## src/rtl/seq_mag_compare.sv

```systemverilog
// -----------------------------------------------------------------------------
// seq_mag_compare
//   Digit-serial magnitude comparator. Compares two WIDTH-bit operands DIGIT
//   bits per clock, most-significant digit first, and stops on the first
//   unequal digit. Unsigned or two's-complement mode, start/done handshake.
//
// Ports
//   clk          rising-edge clock
//   rst          synchronous, active-high reset
//   start        request, accepted only while busy==0
//   a, b         operands, sampled on the accepting edge
//   signed_mode  1: two's-complement compare (ignored when SIGNED_EN==0)
//   busy         high while a compare is in progress
//   done         one-cycle pulse when alb/agb/aeqb take a new result
//   alb/agb/aeqb A<B / A>B / A==B, exactly one high at all times
// -----------------------------------------------------------------------------
module seq_mag_compare #(
  parameter int WIDTH     = 16,
  parameter int DIGIT     = 4,
  parameter bit SIGNED_EN = 1'b1
) (
  input  logic             clk,
  input  logic             rst,
  input  logic             start,
  input  logic [WIDTH-1:0] a,
  input  logic [WIDTH-1:0] b,
  input  logic             signed_mode,
  output logic             busy,
  output logic             done,
  output logic             alb,
  output logic             agb,
  output logic             aeqb
);

  localparam int NDIG  = WIDTH / DIGIT;
  localparam int IDX_W = (NDIG > 1) ? $clog2(NDIG) : 1;
  localparam logic [DIGIT-1:0] TOP_MASK = DIGIT'(1) << (DIGIT - 1);

  generate
    if ((WIDTH % DIGIT) != 0 || DIGIT < 1) begin : gBadParam
      $error("seq_mag_compare: WIDTH must be a non-zero multiple of DIGIT");
    end
  endgenerate

  typedef enum logic {IDLE, SCAN} state_t;

  state_t           state;
  logic [IDX_W-1:0] idx;
  logic [WIDTH-1:0] opA;
  logic [WIDTH-1:0] opB;
  logic             modeSigned;

  // idx counts digits already scanned, so idx==0 selects the MS digit.
  function automatic logic [DIGIT-1:0] getDigit(input logic [WIDTH-1:0] v,
                                                input logic [IDX_W-1:0] pos);
    logic [DIGIT-1:0] r;
    r = '0;
    for (int i = 0; i < NDIG; i++) begin
      if (pos == IDX_W'(NDIG - 1 - i)) r = v[i*DIGIT +: DIGIT];
    end
    return r;
  endfunction

  // Returns {gt, lt} for an unsigned digit compare.
  function automatic logic [1:0] cmpDigit(input logic [DIGIT-1:0] x,
                                          input logic [DIGIT-1:0] y);
    return {(x > y), (x < y)};
  endfunction

  logic [DIGIT-1:0] dA;
  logic [DIGIT-1:0] dB;
  logic [DIGIT-1:0] flip;
  logic [1:0]       gtLt;
  logic             lastDigit;

  // Inverting the sign bit of the MS digit maps two's-complement order onto
  // unsigned order; lower digits compare unsigned in either mode.
  always_comb begin
    flip      = (modeSigned && idx == '0) ? TOP_MASK : '0;
    dA        = getDigit(opA, idx) ^ flip;
    dB        = getDigit(opB, idx) ^ flip;
    gtLt      = cmpDigit(dA, dB);
    lastDigit = (idx == IDX_W'(NDIG - 1));
  end

  // Operand capture: data path, not reset.
  always_ff @(posedge clk) begin
    if (state == IDLE && start) begin
      opA        <= a;
      opB        <= b;
      modeSigned <= signed_mode && SIGNED_EN;
    end
  end

  // Control FSM with registered results.
  always_ff @(posedge clk) begin
    if (rst) begin
      state <= IDLE;
      idx   <= '0;
      busy  <= 1'b0;
      done  <= 1'b0;
      alb   <= 1'b0;
      agb   <= 1'b0;
      aeqb  <= 1'b1;
    end else begin
      done <= 1'b0;
      case (state)
        IDLE: begin
          if (start) begin
            idx   <= '0;
            busy  <= 1'b1;
            state <= SCAN;
          end
        end
        SCAN: begin
          if (gtLt != 2'b00) begin
            alb   <= gtLt[0];
            agb   <= gtLt[1];
            aeqb  <= 1'b0;
            done  <= 1'b1;
            busy  <= 1'b0;
            state <= IDLE;
          end else if (lastDigit) begin
            alb   <= 1'b0;
            agb   <= 1'b0;
            aeqb  <= 1'b1;
            done  <= 1'b1;
            busy  <= 1'b0;
            state <= IDLE;
          end else begin
            idx <= idx + IDX_W'(1);
          end
        end
        default: state <= IDLE;
      endcase
    end
  end

endmodule

```

## config.mk

```make
export PLATFORM = sky130hd
export DESIGN_NAME = seq_mag_compare
export DESIGN_NICKNAME = d
export VERILOG_FILES = /design/src/rtl/seq_mag_compare.sv
export SDC_FILE = /design/constraint.sdc
export NUM_CORES = 1
export LEC_CHECK = 0
export BUFFER_PORTS_ARGS = -buffer_cell sky130_fd_sc_hd__buf_2
export CELL_PAD_IN_SITES_DETAIL_PLACEMENT = 1
export CELL_PAD_IN_SITES_GLOBAL_PLACEMENT = 1
export CORE_AREA = 2 2 68 70
export DETAILED_ROUTE_END_ITERATION = 10
export DIE_AREA = 0 0 70 72
export HOLD_SLACK_MARGIN = 0.1
export PLACE_DENSITY_LB_ADDON = 0.1
export SLEW_MARGIN = 20
export SYNTH_ARGS = -nofsm -noshare
export SYNTH_HDL_FRONTEND = slang
export SYNTH_SLANG_ARGS = --single-unit
```

## constraint.sdc

```tcl
create_clock -name clk -period 3 [get_ports clk]
set_input_delay 0.45 -clock clk [delete_from_list [all_inputs] [get_ports clk]]
set_output_delay 0.45 -clock clk [all_outputs]
set_load 0.02 [all_outputs]
```

Word-level counts from Yosys, hierarchy flattened
Index checks and enable logic that the tools add are counted.
{"block": "totals", "reg_bits": 41, "input_bits": 36, "out_inout_bits": 5}
{"block": "op_classes", "addsub": 1, "n_lt_le_gt_ge": 2, "eq_ne": 7, "n_mux": 27, "bitwise": 3, "n_reduce_logical": 9}
{"op": "2-to-1 mux 4 bit", "count": 9}
{"op": "2-to-1 mux 1 bit", "count": 12}
{"op": "XOR 4 bit", "count": 2}
{"op": "2-to-1 mux 2 bit", "count": 3}
{"op": "!= test 2 bit (second input constant)", "count": 3}
{"op": "== test 2 bit (second input constant)", "count": 2}
{"op": "> comparator 4 bit", "count": 1}
{"op": "less-than comparator 4 bit", "count": 1}
{"op": "case mux 1 bit (2 select lines)", "count": 2}
{"op": "case mux 2 bit (2 select lines)", "count": 1}
{"op": "AND reduction 2 bit", "count": 2}
{"op": "nonzero test 2 bit", "count": 2}
{"op": "!= test 3 x 1 -> 1 bit (second input constant)", "count": 1}
{"op": "AND reduction 3 bit", "count": 1}
{"op": "adder 2 x 1 -> 2 bit (second input constant)", "count": 1}
{"op": "== test 2 x 1 -> 1 bit (second input constant)", "count": 1}
{"op": "logical AND 1 bit", "count": 2}
{"op": "logical NOT 2 bit", "count": 1}
{"op": "OR reduction 2 bit", "count": 1}
{"op": "NOT 1 bit", "count": 1}

Longest topological paths before layout
Gate-level depths: netlist (run 1).
{"block": "depth", "ltp_word": 10, "mapped_depth": 12}

Worst setup path before layout (run 1)
No wires, ideal clock.
{"block": "synth_timing", "path_kind": "reg2reg", "startpoint": "reg idx[0]", "endpoint": "reg aeqb", "arrival_time_ns": 2.344, "setup_slack_ns": 0.532, "path_stages_with_launch": 13, "n_path_buf": 1, "cell_sequence": "dfxtp_1 > inv_1 > ha_1 > clkbuf_1 > nand3b_1 > a21oi_1 > a21oi_1 > o21ai_0 > ha_1 > a21o_1 > o31ai_1 > a21oi_1 > or2_2"}
{"block": "synth_via", "elab_chain_cells": 10}
{"element": "start: declaration", "line": "48", "text": "logic [IDX_W-1:0] idx;"}
{"element": "start signal: assignment", "line": "131", "text": "idx <= idx + IDX_W'(1);"}
{"element": "== test 2 bit", "line": "59, 83"}
{"element": "2-to-1 mux 4 bit (4 in series)", "line": "59", "text": "if (pos == IDX_W'(NDIG - 1 - i)) r = v[i*DIGIT +: DIGIT];"}
{"element": "XOR 4 bit (on tied branches)", "line": "80, 81"}
{"element": "less-than comparator 4 bit / > comparator 4 bit (equally long branches)", "line": "67", "text": "return {(x > y), (x < y)};"}
{"element": "nonzero test 2 bit", "line": "116", "text": "if (gtLt != 2'b00) begin"}
{"element": "nonzero test 2 bit (no source line)"}
{"element": "AND reduction 2 bit (no source line)"}
{"element": "end signal: assignment", "line": "104", "text": "aeqb <= 1'b1;"}
{"element": "end signal: assignment", "line": "119", "text": "aeqb <= 1'b0;"}
{"element": "end signal: assignment", "line": "126", "text": "aeqb <= 1'b1;"}
{"element": "end: declaration", "line": "32", "text": "output logic aeqb"}
Parallel ways exist; a longest one is shown, timed or not.
A chain may end at the register's enable or synchronous reset.

Final worst setup path (run 1)
{"block": "layout_timing", "startpoint": "reg idx[0]", "endpoint": "reg busy"}
{"block": "layout_via", "elab_chain_cells": 10}
{"element": "== test 2 bit", "line": "59, 83"}
{"element": "2-to-1 mux 4 bit (4 in series)", "line": "59"}
{"element": "XOR 4 bit (on tied branches)", "line": "80, 81"}
{"element": "less-than comparator 4 bit / > comparator 4 bit (equally long branches)", "line": "67"}
{"element": "nonzero test 2 bit", "line": "116"}
{"element": "2-to-1 mux 1 bit / != test 3 x 1 -> 1 bit (equally long branches)"}
{"element": "case mux 1 bit (2 select lines) / AND reduction 2 bit (equally long branches)"}
{"element": "end signal: assignment", "line": "111", "text": "busy <= 1'b1;"}
{"element": "end signal: assignment", "line": "121", "text": "busy <= 1'b0;"}
{"element": "end signal: assignment", "line": "128", "text": "busy <= 1'b0;"}
{"element": "end: declaration", "line": "28", "text": "output logic busy,"}
Parallel ways exist; a longest one is shown, timed or not.

==> flow_summary.json, run 1 <==
{
  "number_of_global_route_vias_before_repair": 1269,
  "finalWirelength_mm": 3.40,
  "min_from": "a[7]",
  "antennaDiodeCount": 0,
  "cp_max_fanout": 7,
  "groute.usage.overall": 0.149,
  "critical-path-max-stage-delay_ns": 0.39,
  "slew_headroom": 0.504,
  "outcome": "completed",
  "routedWlPerCell_um": 14.9,
  "power_density_mw_per_mm2": 568,
  "worst-r2r-cell-count": 10,
  "timing.hold.worst.class": "primary input to register",
  "io_pins": 41,
  "initial_antenna_violation_count": 0,
  "path_cells": "ha_1 > nor2b_2 > a221oi_1 > nor3_1 > a21oi_1 > ha_1 > and2b_2 > o211ai_1 > and2_4 > a2111oi_4",
  "async_flop_share": 0,
  "finalHoldWorstSlack_ns": 0.333,
  "endpoint_of_the_worst_register_to_register_path": "busy",
  "critical_path.endpoint_type": "register",
  "fp_rows": 24,
  "portBuffers": 40,
  "yosys_register_bits": 41,
  "max_slew.worst_pin.slew_ns": 0.744,
  "max_freq_mhz": 370,
  "via_density": 5.09,
  "tritoncts": "done",
  "routabilityCongestion": 0.792,
  "holdPathStages": 1,
  "drc": 0,
  "most_area_consuming_cells_after_synthesis": "sky130_fd_sc_hd__edfxtp_1 (56%), sky130_fd_sc_hd__dfxtp_1 (9.0%), sky130_fd_sc_hd__ha_1 (5.7%), sky130_fd_sc_hd__a21oi_1 (4.0%), sky130_fd_sc_hd__nor2b_1 (3.2%)",
  "startpoint_type": "register",
  "cts-buffers-inserted": 5,
  "finClkSkew_ns": 0.00488,
  "synth_edf_count": 33,
  "crit_path_dat_ns": 2.89,
  "setup_violations": 0,
  "peakVddDrop_mv": 0.245,
  "crit_path_top_delay_cell": "sky130_fd_sc_hd__dfxtp_1",
  "overflow": 0,
  "first_iter_violations": 17,
  "yosys_most_used_dff": "sky130_fd_sc_hd__edfxtp_1",
  "layout-area-overhead-vs-synth_pct": 21.8,
  "core_region_area_sq_mm": 0.00426,
  "cts.sink_count": 41,
  "antenna_left": 0,
  "grt_setup_unrepaired": "false",
  "worst-endpoint-required_ns": 3.19,
  "dr.pass1.iters": 2,
  "postSynthCellCount": 131,
  "cts.root.buffer_cell": "sky130_fd_sc_hd__clkbuf_8",
  "final-max-slew-violation-count": 0,
  "count_of_hold_fix_buffers_inserted_at_cts": 0,
  "post-route-min-period_ns": 2.70,
  "hpwlAfterDp_mm": 2.54,
  "die_width_um": 70,
  "cpMostUsedCell": "sky130_fd_sc_hd__ha_1",
  "synth.distinct_cells": 30,
  "synth.largest_area_cell": "sky130_fd_sc_hd__edfxtp_1",
  "post_cts.repair.setup_buffers": 0,
  "grt_max_degree": 19,
  "hold_viol_final": 0,
  "drive_above_1_share": 0.318,
  "num_vias": 1160,
  "ys.warnings.count": 0,
  "grt_first_pass_wirelength_mm": 5.83,
  "synth.cell_area_sq_mm": 0.00177,
  "timing_worst_setup_path_type": "register to register",
  "timing.final.crit_share": 0.900,
  "reg2reg_from": "idx[0]",
  "synthMostInstantiatedCell": "sky130_fd_sc_hd__edfxtp_1",
  "floorplan.die_area_sq_mm": 0.00504,
  "vertical_die_dimension_um": 72,
  "syn_area_per_cell_sq_um": 13.5,
  "post_synthesis_net_count": 175,
  "fillCellCount": 456,
  "layout.nets": 219,
  "yosysSeqAreaShare": 0.650,
  "worst_setup_hold_path_clk_slew_ns": 0.08,
  "tns_ns": 0,
  "max-clock-path-buffers": 2,
  "maxCapViolCount": 0,
  "r2r_slack_ns": 0.30,
  "yosys.area.top_type_share": 0.560,
  "power.static_leakage_nw": 0.847,
  "post_synth_most_frequent_cells": "sky130_fd_sc_hd__edfxtp_1 (33), sky130_fd_sc_hd__a21oi_1 (14), sky130_fd_sc_hd__nor2b_1 (9)",
  "initial_utilization": 0.415,
  "clock_insertion_delay_worst_skew_ns": 0.28,
  "cts.htree.levels": 2,
  "end_point_of_the_most_critical_hold_path": "opA[7]"
}
worst max-delay path by stage:
stage,end,startpoint,cells past startpoint
2_1_floorplan,aeqb,idx[0],12
5_1_grt,aeqb,idx[0],10
4_1_cts,busy,idx[0],10
3_5_place_dp,busy,idx[0],10
6_report,busy,idx[0],10
3_3_place_gp,aeqb,idx[0],10
placed cells by master, fill, tap and decap left out, drive strengths merged, types with 2 or more instances in the layout:
master / n
a21oi: 14
a221oi: 6
and2b: 2
buf: 42
clkbuf: 5
dfxtp: 8
edfxtp: 33
ha: 8
inv: 5
nand2: 8
nand2b: 3
nor2: 5
nor2b: 9
nor3: 3
o21ai: 2
o31ai: 5
xor2: 2
logic make-up after synthesis:
logic type               Yosys count  share of synthesized area
flip-flops                        41                      0.650
AND/OR/NAND/NOR                   36                      0.112
AO/OA/AOI/OAI                     33                      0.144
buffers and inverters             10                     0.0212
adder cells (fa/ha/maj)            8                     0.0565
XOR/XNOR                           2                    0.00990
multiplexers                       1                    0.00565
through the flow:
stage / setup WS, ns / total power, W / instance area, sq um / utilization / instances
finish: 0.299 / 0.00123 / 2160 / 0.506 / 228
global route: 0.00550 / 0.00128 / 2160 / 0.506 / 228
CTS: 0.109 / 0.00124 / 2150 / 0.505 / 228
detailed placement: 0.148 / 0.000811 / 2040 / 0.479 / 220
global placement: 0.254 / 0.000805 / 2040 / 0.479 / 220
floorplan: 0.532 / 0.000757 / 1770 / - / 131
repair_timing:
action	4_1_cts	5_1_grt
hold endpoints to repair	0	0
endpoints found under the setup margin	0	7
resized for setup	0	1
metal layers:
| metal | vias up | track usage | routed length (um) |
|---|---|---|---|
| li1 | 581 | - | - |
| met1 | 545 | 0.188 | 1470 |
| met2 | 29 | 0.257 | 1740 |
| met3 | 5 | 0.0319 | 154 |
| met4 | 0 | 0.0513 | 31 |
| met5 | - | 0 | 0 |
power breakdown:
group          internal [W]  leakage (nW)  switching [W]
combinational     0.0000563         0.412      0.0000713
sequential         0.000654         0.383      0.0000144
clock              0.000245        0.0518       0.000185
cell type report:
class	count	area [sq um]	area share
inverters	5	18.8	0.00870
clock buffers	5	68.8	0.0319
clock inverters	3	41.3	0.0191
multi-input cells	80	584	0.271
well taps	52	65.1	0.0302
flip-flops and latches	41	1150	0.534
repair buffers	42	228	0.106
worst max-delay path: cells and delay by family (launching register included):
kind	cells	cell delay [ns]
adder cells (fa/ha/maj)	2	0.63
AO/OA/AOI/OAI	4	0.61
AND/OR/NAND/NOR	4	0.94
flip-flops	1	0.39
state kept, by name (all words and copies together) (netlist names):
| signal | cells |
|---|---|
| busy | 1 |
| alb | 1 |
| opA | 16 |
| agb | 1 |
| modeSigned | 1 |
| aeqb | 1 |
| idx | 2 |
| opB | 16 |
| done | 1 |
| state | 1 |
Power figures use the tool's default switching activity.
==> inputs of run 2 (changes only) <==
Settings changed: SETUP_SLACK_MARGIN from default to 0.4.
==> run 2 against run 1 <==
  * Wire length grew 5.8%
  * Register-to-register slack gained 0.24 ns
  * Clock skew grew 0.00077 ns
  * Hold slack lost 0.0013 ns
  * Sequential cell count is the same
  * Worst setup slack gained 0.24 ns
  * Highest routed layer unchanged
==> flow_summary.json, run 2 (synthesis gave the netlist of run 1 again) <==
{
  "outcome": "completed",
  "fillCellCount": 444,
  "post-route-min-period_ns": 2.46,
  "fp_rows": 24,
  "netSwitchingFraction": 0.223,
  "worst-r2r-cell-count": 12,
  "routabilityCongestion": 0.792,
  "tns_ns": 0,
  "io_pins": 41,
  "groute.usage.overall": 0.150,
  "seqCellArea_sq_mm": 0.00116,
  "layout-area-overhead-vs-synth_pct": 30.1,
  "cts-buffers-inserted": 5,
  "hpwlAfterDp_mm": 2.54,
  "worst_setup_hold_path_clk_slew_ns": 0.08,
  "tritoncts": "done",
  "first_iter_violations": 27,
  "reg_top3": "opA (16), opB (16), idx (2)",
  "finClkSkew_ns": 0.00565,
  "routedWlPerCell_um": 15.4,
  "vertical_die_dimension_um": 72,
  "grt_max_degree": 19,
  "timing.hold.worst.class": "primary input to register",
  "cts.root.buffer_cell": "sky130_fd_sc_hd__clkbuf_8",
  "cpMostUsedCell": "sky130_fd_sc_hd__a21oi_1",
  "setup_violations": 0,
  "die_width_um": 70,
  "power.static_leakage_nw": 0.883,
  "pwr-share-comb": 0.108,
  "endpoint_of_the_worst_register_to_register_path": "idx[0]",
  "number_of_global_route_vias_before_repair": 1265,
  "grt_first_pass_wirelength_mm": 5.87,
  "cts.htree.levels": 2,
  "max_slew.worst_pin.slew_ns": 0.738,
  "power_density_mw_per_mm2": 535,
  "max-clock-path-buffers": 2,
  "finalWirelength_mm": 3.60,
  "final_core_util": 0.540,
  "crit_path_dat_ns": 2.67,
  "placedInstanceArea_sq_mm": 0.00204,
  "maxCapViolCount": 0,
  "footprint_of_the_multi_input_gates_sq_um": 673,
  "final-max-slew-violation-count": 0,
  "cts.sink_count": 41,
  "layout_common_cells": "sky130_fd_sc_hd__buf_2 (40), sky130_fd_sc_hd__edfxtp_1 (33), sky130_fd_sc_hd__a21oi_1 (14)",
  "final_common_cell": "sky130_fd_sc_hd__buf_2",
  "floorplan.die_area_sq_mm": 0.00504,
  "share_clk_of_total_power": 0.349,
  "grt_setup_unrepaired": "true",
  "cp.depth": 12,
  "cp_max_fanout": 6,
  "core_region_area_sq_mm": 0.00426,
  "timing.final.crit_share": 0.819,
  "drc": 0,
  "reg2reg_from": "idx[0]",
  "crit_path_end": "idx[0]",
  "drive_above_1_share": 0.403,
  "max_freq_mhz": 407,
  "path_cells": "inv_6 > ha_4 > nor2b_4 > buf_4 > a221oi_1 > nor3_1 > a21oi_1 > ha_1 > and4_2 > o311ai_4 > nand2b_1 > a21oi_1",
  "power.internal_w": 0.000957,
  "timing_worst_setup_path_type": "register to register",
  "critical_path.endpoint_type": "register",
  "post_route_cell_area_sq_mm": 0.00230,
  "worst-endpoint-required_ns": 3.21,
  "peakVddDrop_mv": 0.244,
  "r2r_slack_ns": 0.54,
  "worst_setup_path_startpoint": "idx[0]",
  "antenna_left": 0,
  "hold_viol_final": 0,
  "portBuffers": 40,
  "critical-path-max-stage-delay_ns": 0.41,
  "clock_insertion_delay_worst_skew_ns": 0.29,
  "layout.nets": 224,
  "power.switching_w": 0.000275,
  "initial_antenna_violation_count": 0,
  "antennaDiodeCount": 0,
  "num_vias": 1187,
  "power.share.sequential": 0.542,
  "initial_utilization": 0.415,
  "slew_headroom": 0.508,
  "critical_path.top_delay_family": "simple AND/OR/NAND/NOR gates",
  "overflow": 0,
  "critical_path.n_buffers_inverters": 2,
  "startpoint_type": "register",
  "crit_path_top_delay_cell": "sky130_fd_sc_hd__dfxtp_4",
  "via_density": 5.09,
  "dr.pass1.iters": 4
}
## run 2: cell count changes in the layout (fill, tap and decap cells not counted), moves of 2 or more
cell | before | now
sky130_fd_sc_hd__ha_4 | 0 | 4
sky130_fd_sc_hd__buf_4 | 1 | 5
sky130_fd_sc_hd__dfxtp_1 | 8 | 6
sky130_fd_sc_hd__ha_1 | 8 | 4
sky130_fd_sc_hd__a221oi_1 | 6 | 4
sky130_fd_sc_hd__dfxtp_4 | 0 | 2
sky130_fd_sc_hd__inv_1 | 5 | 3
## run 2: cell type report
| class | count | area share |
|---|---|---|
| clock buffer | 5 | 0.0299 |
| clock inverter | 3 | 0.0179 |
| inverter | 5 | 0.0103 |
| multi-input combinational | 80 | 0.292 |
| sequential | 41 | 0.503 |
| tap | 52 | 0.0282 |
| timing repair buffer | 47 | 0.118 |
## run 2: metal layers
metal,routed length [um],up-vias,track usage
met2,1860,28,0.258
met4,33,0,0.0513
met3,153,5,0.0319
li1,-,590,-
met1,1550,564,0.191
met5,0,-,0
## run 2: stage by stage
stage                     hold WS [ns]  power, W  setup slack [ns]  instances
after floorplan                  0.478  0.000757             0.532        131
after global placement           0.463  0.000805             0.254        220
after detailed placement         0.466  0.000811             0.148        220
after CTS                        0.323   0.00124             0.401        228
after global routing             0.321   0.00129             0.380        233
final                            0.332   0.00123             0.543        233
## run 2: worst min-delay path by stage
stage,startpoint,cells past startpoint,to
2_1_floorplan,idx[0],2,idx[0]
6_report,a[7],1,opA[7]
5_1_grt,b[10],1,opB[10]
3_3_place_gp,agb,2,agb
4_1_cts,a[7],1,opA[7]
3_5_place_dp,alb,2,alb
## run 2: what timing repair did
item | CTS | global route
setup endpoints to repair | 8 | 8
hold endpoints to repair | 0 | 0
cloned | 0 | 0
pin swaps | 0 | 11
hold buffers | 0 | 0
setup buffers | 0 | 5
gates resized for setup | 4 | 21
## run 2: power groups by stage
| stage | Clock (W) | Sequential [W] | Combinational, W |
|---|---|---|---|
| 2_1_floorplan | 0 | 0.000685 | 0.0000724 |
| 3_3_place_gp | 0 | 0.000681 | 0.000125 |
| 3_5_place_dp | 0 | 0.000682 | 0.000130 |
| 4_1_cts | 0.000443 | 0.000669 | 0.000130 |
| 5_1_grt | 0.000464 | 0.000673 | 0.000150 |
| 6_report | 0.000431 | 0.000668 | 0.000134 |
